===== config.mk =====
export PLATFORM = sky130hd
export DESIGN_NAME = goertzel_scheduler
export DESIGN_NICKNAME = d
export VERILOG_FILES = /design/src/rtl/goertzel_scheduler.sv
export SDC_FILE = /design/constraint.sdc
export NUM_CORES = 1
export LEC_CHECK = 0
export BUFFER_PORTS_ARGS = -buffer_cell sky130_fd_sc_hd__buf_2
export CAP_MARGIN = 20
export CORE_UTILIZATION = 60
export CTS_CLUSTER_SIZE = 10
export DETAILED_ROUTE_END_ITERATION = 7
export PLACE_DENSITY = 0.85
export SKIP_LAST_GASP = 1
export SYNTH_ARGS = -nofsm -noshare
export SYNTH_HDL_FRONTEND = slang
export SYNTH_SLANG_ARGS = --single-unit

===== constraint.sdc =====
create_clock -name clk -period 11.75 [get_ports clk]
set_clock_uncertainty 0.05 [all_clocks]
set_input_delay 1.7625 -clock clk [delete_from_list [all_inputs] [get_ports clk]]
set_output_delay 1.7625 -clock clk [all_outputs]
set_load 0.05 [all_outputs]

===== src/rtl/goertzel_scheduler.sv =====
// Goertzel bank scheduler: issues a common start to NUM_BINS Goertzel units,
// collects each unit's first done/power pair, reduces them to a peak bin and
// power, and flags detection against a threshold sampled at start time.
// Measurements are one-shot (single_i) or periodic (enable_i + interval_i).
// A watchdog aborts measurements whose units never all report.
//
// Ports:
//   clk, rst_n      clock, asynchronous active-low reset
//   enable_i        periodic measurement enable
//   single_i        one-shot trigger, honoured only while idle
//   interval_i      minimum cycles between consecutive starts
//   threshold_i     detection threshold, sampled in the start cycle
//   start_o         one-cycle start pulse to every unit
//   done_i/power_i  per-unit done pulse and packed power (bin k at [k*PW +: PW])
//   busy_o          measurement in progress
//   result_valid_o  one-cycle strobe; peak_power_o/peak_bin_o/detect_o valid
//   timeout_o       one-cycle pulse on watchdog abort
//   overrun_o       one-cycle pulse when the interval elapses mid-measurement
module goertzel_scheduler #(
  parameter  int unsigned NUM_BINS       = 4,
  parameter  int unsigned PW             = 32,
  parameter  int unsigned IW             = 24,
  parameter  int unsigned TIMEOUT_CYCLES = 1048576,
  localparam int unsigned BIN_W          = (NUM_BINS > 1) ? $clog2(NUM_BINS) : 1
) (
  input  logic                   clk,
  input  logic                   rst_n,
  input  logic                   enable_i,
  input  logic                   single_i,
  input  logic [IW-1:0]          interval_i,
  input  logic [PW-1:0]          threshold_i,
  output logic [NUM_BINS-1:0]    start_o,
  input  logic [NUM_BINS-1:0]    done_i,
  input  logic [NUM_BINS*PW-1:0] power_i,
  output logic                   busy_o,
  output logic                   result_valid_o,
  output logic [PW-1:0]          peak_power_o,
  output logic [BIN_W-1:0]       peak_bin_o,
  output logic                   detect_o,
  output logic                   timeout_o,
  output logic                   overrun_o
);

  localparam int unsigned WD_W = (TIMEOUT_CYCLES > 1) ? $clog2(TIMEOUT_CYCLES) : 1;

  typedef enum logic [2:0] {
    S_IDLE,
    S_START,
    S_WAIT,
    S_REDUCE,
    S_REPORT
  } state_t;

  state_t              state;
  logic [IW-1:0]       cnt;
  logic [WD_W-1:0]     wd;
  logic [NUM_BINS-1:0] mask;
  logic [PW-1:0]       cap [NUM_BINS];
  logic [PW-1:0]       thr;
  logic [BIN_W-1:0]    red_idx;
  logic [PW-1:0]       run_pw;
  logic [BIN_W-1:0]    run_bin;
  logic                ovr_seen;

  logic [IW-1:0]       cnt_inc;
  logic                expired;
  logic [NUM_BINS-1:0] mask_nxt;
  logic [PW-1:0]       cur_pw;
  logic                take;
  logic [PW-1:0]       best_pw;
  logic [BIN_W-1:0]    best_bin;

  // Expiry is judged on the count the register holds next cycle, so that
  // periodic start pulses land exactly interval_i cycles apart.
  always_comb begin
    cnt_inc  = (&cnt) ? cnt : cnt + IW'(1);
    expired  = (cnt_inc >= interval_i);
    mask_nxt = mask | done_i;
    cur_pw   = cap[red_idx];
    // Bin 0 seeds the running peak; later bins replace it only when strictly larger.
    take     = (red_idx == '0) || (cur_pw > run_pw);
    best_pw  = take ? cur_pw : run_pw;
    best_bin = take ? red_idx : run_bin;
  end

  // Measurement sequencer with registered outputs.
  always_ff @(posedge clk or negedge rst_n) begin
    if (!rst_n) begin
      state          <= S_IDLE;
      cnt            <= '0;
      wd             <= '0;
      mask           <= '0;
      thr            <= '0;
      red_idx        <= '0;
      run_pw         <= '0;
      run_bin        <= '0;
      ovr_seen       <= 1'b0;
      start_o        <= '0;
      busy_o         <= 1'b0;
      result_valid_o <= 1'b0;
      peak_power_o   <= '0;
      peak_bin_o     <= '0;
      detect_o       <= 1'b0;
      timeout_o      <= 1'b0;
      overrun_o      <= 1'b0;
      for (int k = 0; k < NUM_BINS; k++) cap[k] <= '0;
    end else begin
      start_o        <= '0;
      result_valid_o <= 1'b0;
      timeout_o      <= 1'b0;
      overrun_o      <= 1'b0;
      cnt            <= cnt_inc;

      // One overrun pulse per measurement, only while periodic mode is on.
      if ((state != S_IDLE) && enable_i && expired && !ovr_seen) begin
        overrun_o <= 1'b1;
        ovr_seen  <= 1'b1;
      end

      case (state)
        S_IDLE: begin
          if (single_i || (enable_i && expired)) begin
            state    <= S_START;
            start_o  <= '1;
            busy_o   <= 1'b1;
            cnt      <= '0;
            ovr_seen <= 1'b0;
          end
        end

        S_START: begin
          mask  <= '0;
          thr   <= threshold_i;
          wd    <= '0;
          state <= S_WAIT;
        end

        S_WAIT: begin
          // First done per bin wins; repeats on masked bins are dropped.
          for (int k = 0; k < NUM_BINS; k++) begin
            if (done_i[k] && !mask[k]) cap[k] <= power_i[k*PW +: PW];
          end
          mask <= mask_nxt;
          wd   <= wd + WD_W'(1);
          if (&mask_nxt) begin
            state   <= S_REDUCE;
            red_idx <= '0;
          end else if (wd == WD_W'(TIMEOUT_CYCLES - 1)) begin
            state     <= S_IDLE;
            busy_o    <= 1'b0;
            timeout_o <= 1'b1;
          end
        end

        S_REDUCE: begin
          run_pw  <= best_pw;
          run_bin <= best_bin;
          red_idx <= red_idx + BIN_W'(1);
          // Final bin: publish the result on the edge entering REPORT.
          if (red_idx == BIN_W'(NUM_BINS - 1)) begin
            state          <= S_REPORT;
            peak_power_o   <= best_pw;
            peak_bin_o     <= best_bin;
            detect_o       <= (best_pw >= thr);
            result_valid_o <= 1'b1;
          end
        end

        S_REPORT: begin
          state  <= S_IDLE;
          busy_o <= 1'b0;
        end

        default: begin
          state  <= S_IDLE;
          busy_o <= 1'b0;
        end
      endcase
    end
  end

endmodule

[Word level (Yosys, flattened, before mapping)]
Index checks and enable logic that the tools add are counted.
Storage, ports and cells
  register bits: 291
  input port bits: 192
  output and inout port bits: 43
  word-level logic and storage cells: 105
Operators by class
  add/sub/neg operators: 3
  $lt $le $gt $ge: 4
  equality and inequality tests: 11
  multiplexer cells: 32
  bitwise operators: 3
  reductions and logical operators: 31
Operators with widths (count)
  32-bit two-way mux: 3
  24-bit two-way mux: 3
  32-bit binary-select mux with 2-bit select: 1
  20-bit one-hot mux with 2 select lines: 1
  32-bit >= comparator: 1
  32-bit > comparator: 1
  24-bit by 1-bit adder with 24-bit output (second input constant): 1
  24-bit >= comparator: 1
  24-bit AND reduction: 1
  20-bit by 1-bit adder with 20-bit output (second input constant): 1
  20-bit == test (second input constant): 1
  1-bit two-way mux: 12
  3-bit two-way mux: 4
  3-bit one-hot mux with 4 select lines: 1
  2-bit AND reduction: 6
  2-bit inequality test (second input constant): 5
  1-bit logical AND: 8
  4-bit two-way mux: 2
  4-bit one-hot mux with 2 select lines: 1
  4-bit AND reduction: 2
  3-bit by 2-bit == test with 1-bit output (second input constant): 2
  1-bit logical NOT: 5
  2-bit two-way mux: 2
  4-bit bitwise OR: 1
  other kinds (16): 18

[Logic depth before layout (Yosys ltp)]
Gate-level depths: netlist (run 1).
  depth in word-level cells: 8
  gate-level depth with buffers: 20
  mapped depth without buffers: 17

[Least setup slack after synthesis (run 1)]
Ideal clock, no wire load.
  kind: register -> register
  from: reg red_idx[0]
  to: reg detect_o
  setup time: 135 ps
  data arrival time: 5082 ps
  data required time: 11565 ps
  path slack: 6483 ps
  stages on the path, launching flop included: 19
  buffers on the path: 3
  period minus slack after synthesis: 5267 ps
  cell sequence: dfrtp_1 > clkbuf_1 > buf_2 > mux4_2 > ha_1 > a21oi_1 > o21ai_0 > a2111oi_1 > o211ai_1 > o21ai_4 > buf_6 > mux2_4 > ha_1 > and3_1 > a2111o_1 > a221oi_1 > o21ai_0 > a221oi_1 > o22ai_1
On the way
  cells in the longest elaborated chain, start to end: 8
  elaborated cells between the ends (all ways): 11
  classes of those cells: order compare (2); eq/ne (1); mux (4); bitwise (1); reduce/logical (3)
RTL lines
  start: declaration: RTL line 60  | logic [BIN_W-1:0] red_idx;
  start signal: assignment: RTL line 158  | red_idx <= red_idx + BIN_W'(1);
  2-bit NOT with 3-bit output (not written as such): RTL line 79  | cur_pw = cap[red_idx];
  32-bit binary-select mux with 2-bit select: RTL line 79
  32-bit two-way mux (not written as such) (2 in series): RTL line 79
  32-bit > comparator: RTL line 81  | take = (red_idx == '0) || (cur_pw > run_pw);
  1-bit logical OR: RTL line 81
  32-bit two-way mux *: RTL line 82  | best_pw = take ? cur_pw : run_pw;
  net best_pw[7]: RTL line 70  | logic [PW-1:0] best_pw;
  32-bit >= comparator *: RTL line 164  | detect_o <= (best_pw >= thr);
  end signal: assignment: RTL line 164
  end: declaration: RTL line 39  | output logic detect_o,
The timed path passes the listed nets; every way through them passes the cells marked *. The select of a mux whose other input is x is not followed.
A chain may end at the register's enable or synchronous reset.

[Worst setup path in the final report (run 1)]
Ends and elaborated chain as after synthesis.

==> impl_metrics.env, run 1 <==
export IMPL_vdd_ir_drop_max_uv=178
export IMPL_regArea_um2=7210
export IMPL_port_buffer_count=234
export IMPL_core_area_um2=24200
export IMPL_cts_tree="done"
export IMPL_fillers=1652
export IMPL_whs_path_depth=1
export IMPL_fmax_mhz=152
export IMPL_ys_ff_latch=288
export IMPL_vias=10500
export IMPL_postCtsSetupRepairBufs=0
export IMPL_maxCapViolations=0
export IMPL_cts_sinks=288
export IMPL_synth_area_leaders="dfrtp_1, mux2_2, ha_1"
export IMPL_io_pins=235
export IMPL_crit_cells=18
export IMPL_initial_core_util_pct=60.8
export IMPL_fin_util_pct=71.1
export IMPL_place_gp_congestion=0.854
export IMPL_grt_pass1_wl_um=56600
export IMPL_cp_start_kind="register"
export IMPL_grtUsageTotal_pct=28.5
export IMPL_synth_avg_cell_area_um2=12.1
export IMPL_worstMarginPinSlew_ps=1080
export IMPL_ys_warnings_count=0
export IMPL_setup_viol=0
export IMPL_cp_num_buf_inv=2
export IMPL_clk_pin_slew_ps=60
export IMPL_post_drt_wl_per_cell_um=19.9
export IMPL_min_period_ps=6600
export IMPL_cts_resized_gates=0
export IMPL_synth_common_cells="dfrtp_1, mux2_2, inv_1, ha_1, nand2_1"
export IMPL_hold_violations=0
export IMPL_ff2ff_path_depth=18
export IMPL_path_max_fanout=37
export IMPL_fp_dieH_um=159
export IMPL_synth_ff_type="dfrtp_1"
export IMPL_ant_nets=0
export IMPL_critPathTopFamily="compound AO/OA/AOI/OAI gates"
export IMPL_antenna_found_initial=1
export IMPL_crit_required_ps=12060
export IMPL_drtPass1Iterations=5
export IMPL_ys_seq_area_share_pct=48.9
export IMPL_p_leak_uw=0.00832
export IMPL_drv_slew=0
export IMPL_die_area_um2=25200
export IMPL_slowest_stage="o21ai_4"
export IMPL_multi_input_area_um2=6950
export IMPL_area_delta_synth_final_pct=16.9
export IMPL_htreeDepth=2
export IMPL_cts_buffers=35
export IMPL_grt_pass1_vias=11000
export IMPL_dp_hpwl_um=24500
export IMPL_max_slew_margin_pct=27.8
export IMPL_syn_nets=1503
export IMPL_layout_drive_gt1_share_pct=37.7
export IMPL_routed_top_layer="met5"
export IMPL_clock_path_buffers=3
export IMPL_cts_hold_buf=0
export IMPL_crit_type="reg2reg"
export IMPL_synth_top_cell_by_area="dfrtp_1"
export IMPL_ys_types=62
export IMPL_dr_wl_met3_um=2060
export IMPL_status="complete, no violations"
export IMPL_crit_arrival_ps=6910
export IMPL_path_cells="buf_4 -> mux4_2 -> ha_1 -> a21oi_1 -> o21ai_0 -> a2111oi_1 -> o211ai_1 -> o21ai_4 -> buf_4 -> mux2_4 -> ha_1 -> a21oi_1 -> nor2b_1 -> a2111o_1 -> a221oi_1 -> o21ai_0 -> a221oi_1 -> o22ai_1"
export IMPL_clock_latency_ps=510
export IMPL_r2r_setup_slack_ps=5150
export IMPL_root_buffer="clkbuf_16"
export IMPL_via_per_inst=5.90
export IMPL_syn_inst=1219
export IMPL_crit_path_end_kind="register"
export IMPL_num_nets_final=1733
export IMPL_overflow=0
export IMPL_drc=0
export IMPL_met2_length_um=17600
export IMPL_drt_initial_drc_count=704
export IMPL_tns_ps=0
export IMPL_num_rows=57
export IMPL_power_density_nw_per_um2=321
export IMPL_synth_edf_count=0
export IMPL_wl_um=35400
export IMPL_synth_top_cell_area_share_pct=48.9
export IMPL_async_reset_ff_share_pct=100
export IMPL_grt_max_degree=136
export IMPL_rsz0062_at_grt="no"
export IMPL_syn_cell_area_um2=14800
export IMPL_n_antenna_cell=0
export IMPL_period_share_pct=56.1
export IMPL_die_x_um=159
export IMPL_critPathMaxStageDelay_ps=720
export IMPL_yosysMostFrequentCell="dfrtp_1"
export IMPL_met1_length_um=14500
export IMPL_worst_hold_path_type="reg2reg"
[layer usage]
| metal | up-vias | track usage [%] |
|---|---|---|
| li1 | 4797 | - |
| met1 | 5227 | 36.6 |
| met2 | 375 | 47.4 |
| met3 | 102 | 5.04 |
| met4 | 2 | 12.4 |
| met5 | - | 0 |
[power by group]
group,internal (uW),switching [uW]
clock network,556,389
logic,1360,1520
registers,1420,297
[per-stage QoR]
stage                     cells  setup slack, ps  hold WS [ps]  power [uW]  instance area, um2
final                      1781             5150           431        5540               17200
after global routing       1781             4840           446        5880               17200
after CTS                  1777             5200           427        5520               17100
after detailed placement   1732             5340           423        4500               16200
after global placement     1732             5620           410        4350               16200
after floorplan            1219             6480           387        3800               14800
[worst register-to-register path, delay by kind of cell, from the launching register on]
kind	cells	cell delay [ps]
adders and majority gates	2	610
and+or+nand+nor	1	60
muxes	2	1030
DFF	1	340
AOI/OAI and AO/OA	11	3330
buffers and inverters	2	1020
[path summary, 6_finish.rpt]
check,startpoint,endpoint
setup / recovery,red_idx[0],detect_o
hold / removal,wd[15],wd[15]
setup reg to reg,red_idx[0],detect_o
hold reg to reg,wd[15],wd[15]
max in group asynchronous,rst_n,peak_power_o[12]
min in group asynchronous,rst_n,cnt[10]
[state kept, by name (all words and copies together), names as in the netlist]
signal          cells
mask                4
busy_o              1
run_pw             32
start_o             1
detect_o            1
run_bin             2
state               3
overrun_o           1
cnt                24
cap               128
wd                 20
timeout_o           1
ovr_seen            1
red_idx             2
peak_power_o       32
thr                32
result_valid_o      1
peak_bin_o          2
[layout make-up]
class,count,share of cell area (%)
multi-input cells,782,40.3
inverters,97,2.11
well taps,324,2.35
flip-flops and latches,288,41.8
clock buffers,42,5.41
clock inverters,3,0.196
repair buffers,245,7.79
[cells by family after synthesis]
kind of cell	Yosys count	synth area share (%)
fa+ha+maj	92	7.80
simple gates	241	8.19
compound gates	175	7.21
mux	258	22.7
flops	288	48.9
xor+xnor	16	0.950
buf+inv	149	4.27
[cell usage in the layout (no fill, tap or decap), drive strengths merged, types with 5 or more instances in the layout]
cell,n
nand2,85
mux2,222
clkbuf,42
nor3,7
nor2b,6
mux4,32
nand3,30
xnor2,13
dfrtp,288
inv,98
and2,22
nor2,35
ha,92
o21ai,77
a21o,17
a31oi,9
buf,245
a21oi,37
and3,13
or3,5
nand4,24
Note: power is estimated with default switching activity, not from simulation.
==> run 2: changes to the inputs <==
- CORE_UTILIZATION: 60 -> 57
- PLACE_DENSITY: 0.85 -> 0.81
- clock period: 11.75 -> 6.6 ns (I/O delays scaled with it)
==> run 2 against run 1 <==
Effect of this change:
- cell count is 0.45% higher
- via count is 1.1% lower
- register-to-register slack worse by 4500 ps
- sequential share of layout area hardly changed
- design area hardly changed
- utilization is 2.9 points lower
- critical endpoint unchanged
- largest power group unchanged
- clock power is 79% higher
- die area is 5.2% higher
- first-iteration DRC count is 0.28% lower
- critical path depth is 1 lower
- setup slack worse by 4500 ps
- sequential power is 79% higher
==> impl_metrics.env, run 2 (same netlist as run 1, synthesis figures left out) <==
export IMPL_status="complete, no violations"
export IMPL_max_slew_margin_pct=23.4
export IMPL_met1_length_um=15400
export IMPL_fillers=1812
export IMPL_post_drt_wl_per_cell_um=19.7
export IMPL_r2r_start="red_idx[0]"
export IMPL_drc=0
export IMPL_clk_pin_slew_ps=60
export IMPL_regMostFlops="cap"
export IMPL_drtPass1Iterations=5
export IMPL_io_pins=235
export IMPL_crit_path_end_kind="register"
export IMPL_setup_viol=0
export IMPL_clock_latency_ps=520
export IMPL_worst_hold_path_type="reg2reg"
export IMPL_area_delta_synth_final_pct=16.8
export IMPL_wl_um=35300
export IMPL_layout_commonest_cell="dfrtp_1"
export IMPL_rr_endpoint="detect_o"
export IMPL_cts_sinks=288
export IMPL_period_share_pct=90.5
export IMPL_antenna_found_initial=0
export IMPL_fin_util_pct=68.2
export IMPL_final_cell_mix="dfrtp_1, buf_2, mux2_2, inv_1, ha_1"
export IMPL_min_period_ps=5970
export IMPL_power_density_nw_per_um2=568
export IMPL_grtUsageTotal_pct=27.3
export IMPL_r2r_setup_slack_ps=630
export IMPL_whs_path_depth=1
export IMPL_ff2ff_path_depth=17
export IMPL_vdd_ir_drop_max_uv=340
export IMPL_drv_slew=0
export IMPL_hp_start="wd[15]"
export IMPL_worstMarginPinSlew_ps=1150
export IMPL_grt_pass1_vias=10800
export IMPL_met2_length_um=17200
export IMPL_n_antenna_cell=0
export IMPL_rsz0062_at_grt="no"
export IMPL_num_rows=58
export IMPL_place_gp_congestion=0.875
export IMPL_whs_endpoint="wd[15]"
export IMPL_initial_core_util_pct=58.4
export IMPL_vias=10400
export IMPL_clock_path_buffers=3
export IMPL_fp_dieH_um=163
export IMPL_die_x_um=163
export IMPL_cp_start_kind="register"
export IMPL_tns_ps=0
export IMPL_port_buffer_count=234
export IMPL_crit_type="reg2reg"
export IMPL_cts_hold_buf=0
export IMPL_maxCapViolations=0
export IMPL_via_per_inst=5.81
export IMPL_p_leak_uw=0.00832
export IMPL_ant_nets=0
export IMPL_routed_top_layer="met4"
export IMPL_root_buffer="clkbuf_16"
export IMPL_grt_max_degree=147
export IMPL_layout_drive_gt1_share_pct=37.7
export IMPL_fmax_mhz=167
export IMPL_cts_tree="done"
export IMPL_path_max_fanout=20
export IMPL_cts_resized_gates=0
export IMPL_num_nets_final=1734
export IMPL_crit_required_ps=6910
export IMPL_overflow=0
export IMPL_die_area_um2=26500
export IMPL_grt_pass1_wl_um=56300
export IMPL_largest_reg_flops=128
export IMPL_dp_hpwl_um=24400
export IMPL_dr_wl_met3_um=1920
export IMPL_postCtsSetupRepairBufs=0
export IMPL_hold_violations=0
export IMPL_htreeDepth=2
export IMPL_cts_buffers=35
export IMPL_crit_arrival_ps=6290
export IMPL_core_area_um2=25300
export IMPL_drt_initial_drc_count=702
run 2: worst max-delay path by stage:
stage | startpoint | to | depth (start not counted)
6_report | red_idx[0] | detect_o | 17
5_1_grt | red_idx[0] | detect_o | 17
4_1_cts | red_idx[0] | detect_o | 17
3_5_place_dp | red_idx[0] | detect_o | 17
3_3_place_gp | red_idx[0] | detect_o | 17
2_1_floorplan | red_idx[0] | detect_o | 18
run 2: routing by layer:
layer  vias to the layer above  global-route usage (%)
met3                        62                    4.02
met1                      5207                    37.0
met2                       325                    45.6
li1                       4792                       -
met5                         -                       0
met4                         0                    8.37
run 2: report_power, final:
group          switching, uW  leakage (uW)  internal [uW]
clock                    707      0.000470            980
combinational           2610       0.00428           2410
sequential               544       0.00356           2530
total                   3860       0.00832           5930
run 2: worst max-delay path, cell delays in order (launching register included):
cell and delay [ps]:
dfrtp_2 840, buf_4 410, mux4_2 600, ha_1 320, a21oi_1 160, o21ai_0 150, a22oi_1 250, a31oi_2 150
o21ai_4 530, buf_4 330, mux2_2 380, ha_1 290, a21o_1 180, a21o_1 180, a221oi_1 280, o21ai_0 210
a221oi_1 370, o22ai_1 150
run 2: layout make-up:
| type | instances | area, um2 | area share, % |
|---|---|---|---|
| Clock inverter | 3 | 37.5 | 0.218 |
| Inverter | 97 | 364 | 2.11 |
| Multi-Input combinational cell | 782 | 6950 | 40.3 |
| Clock buffer | 43 | 926 | 5.37 |
| Timing Repair Buffer | 246 | 1340 | 7.75 |
| Tap cell | 330 | 413 | 2.40 |
| Sequential cell | 288 | 7210 | 41.8 |
run 2: through the flow:
step           total power, uW  hold WS (ps)  std cells  setup WS [ps]  area [um2]
2_1_floorplan             6760           387       1219           1330       14800
3_3_place_gp              7780           405       1740            725       16200
3_5_place_dp              8000           427       1741            605       16200
4_1_cts                   9780           431       1787            581       17200
5_1_grt                  10400           463       1789            267       17200
6_report                  9790           434       1789            629       17200
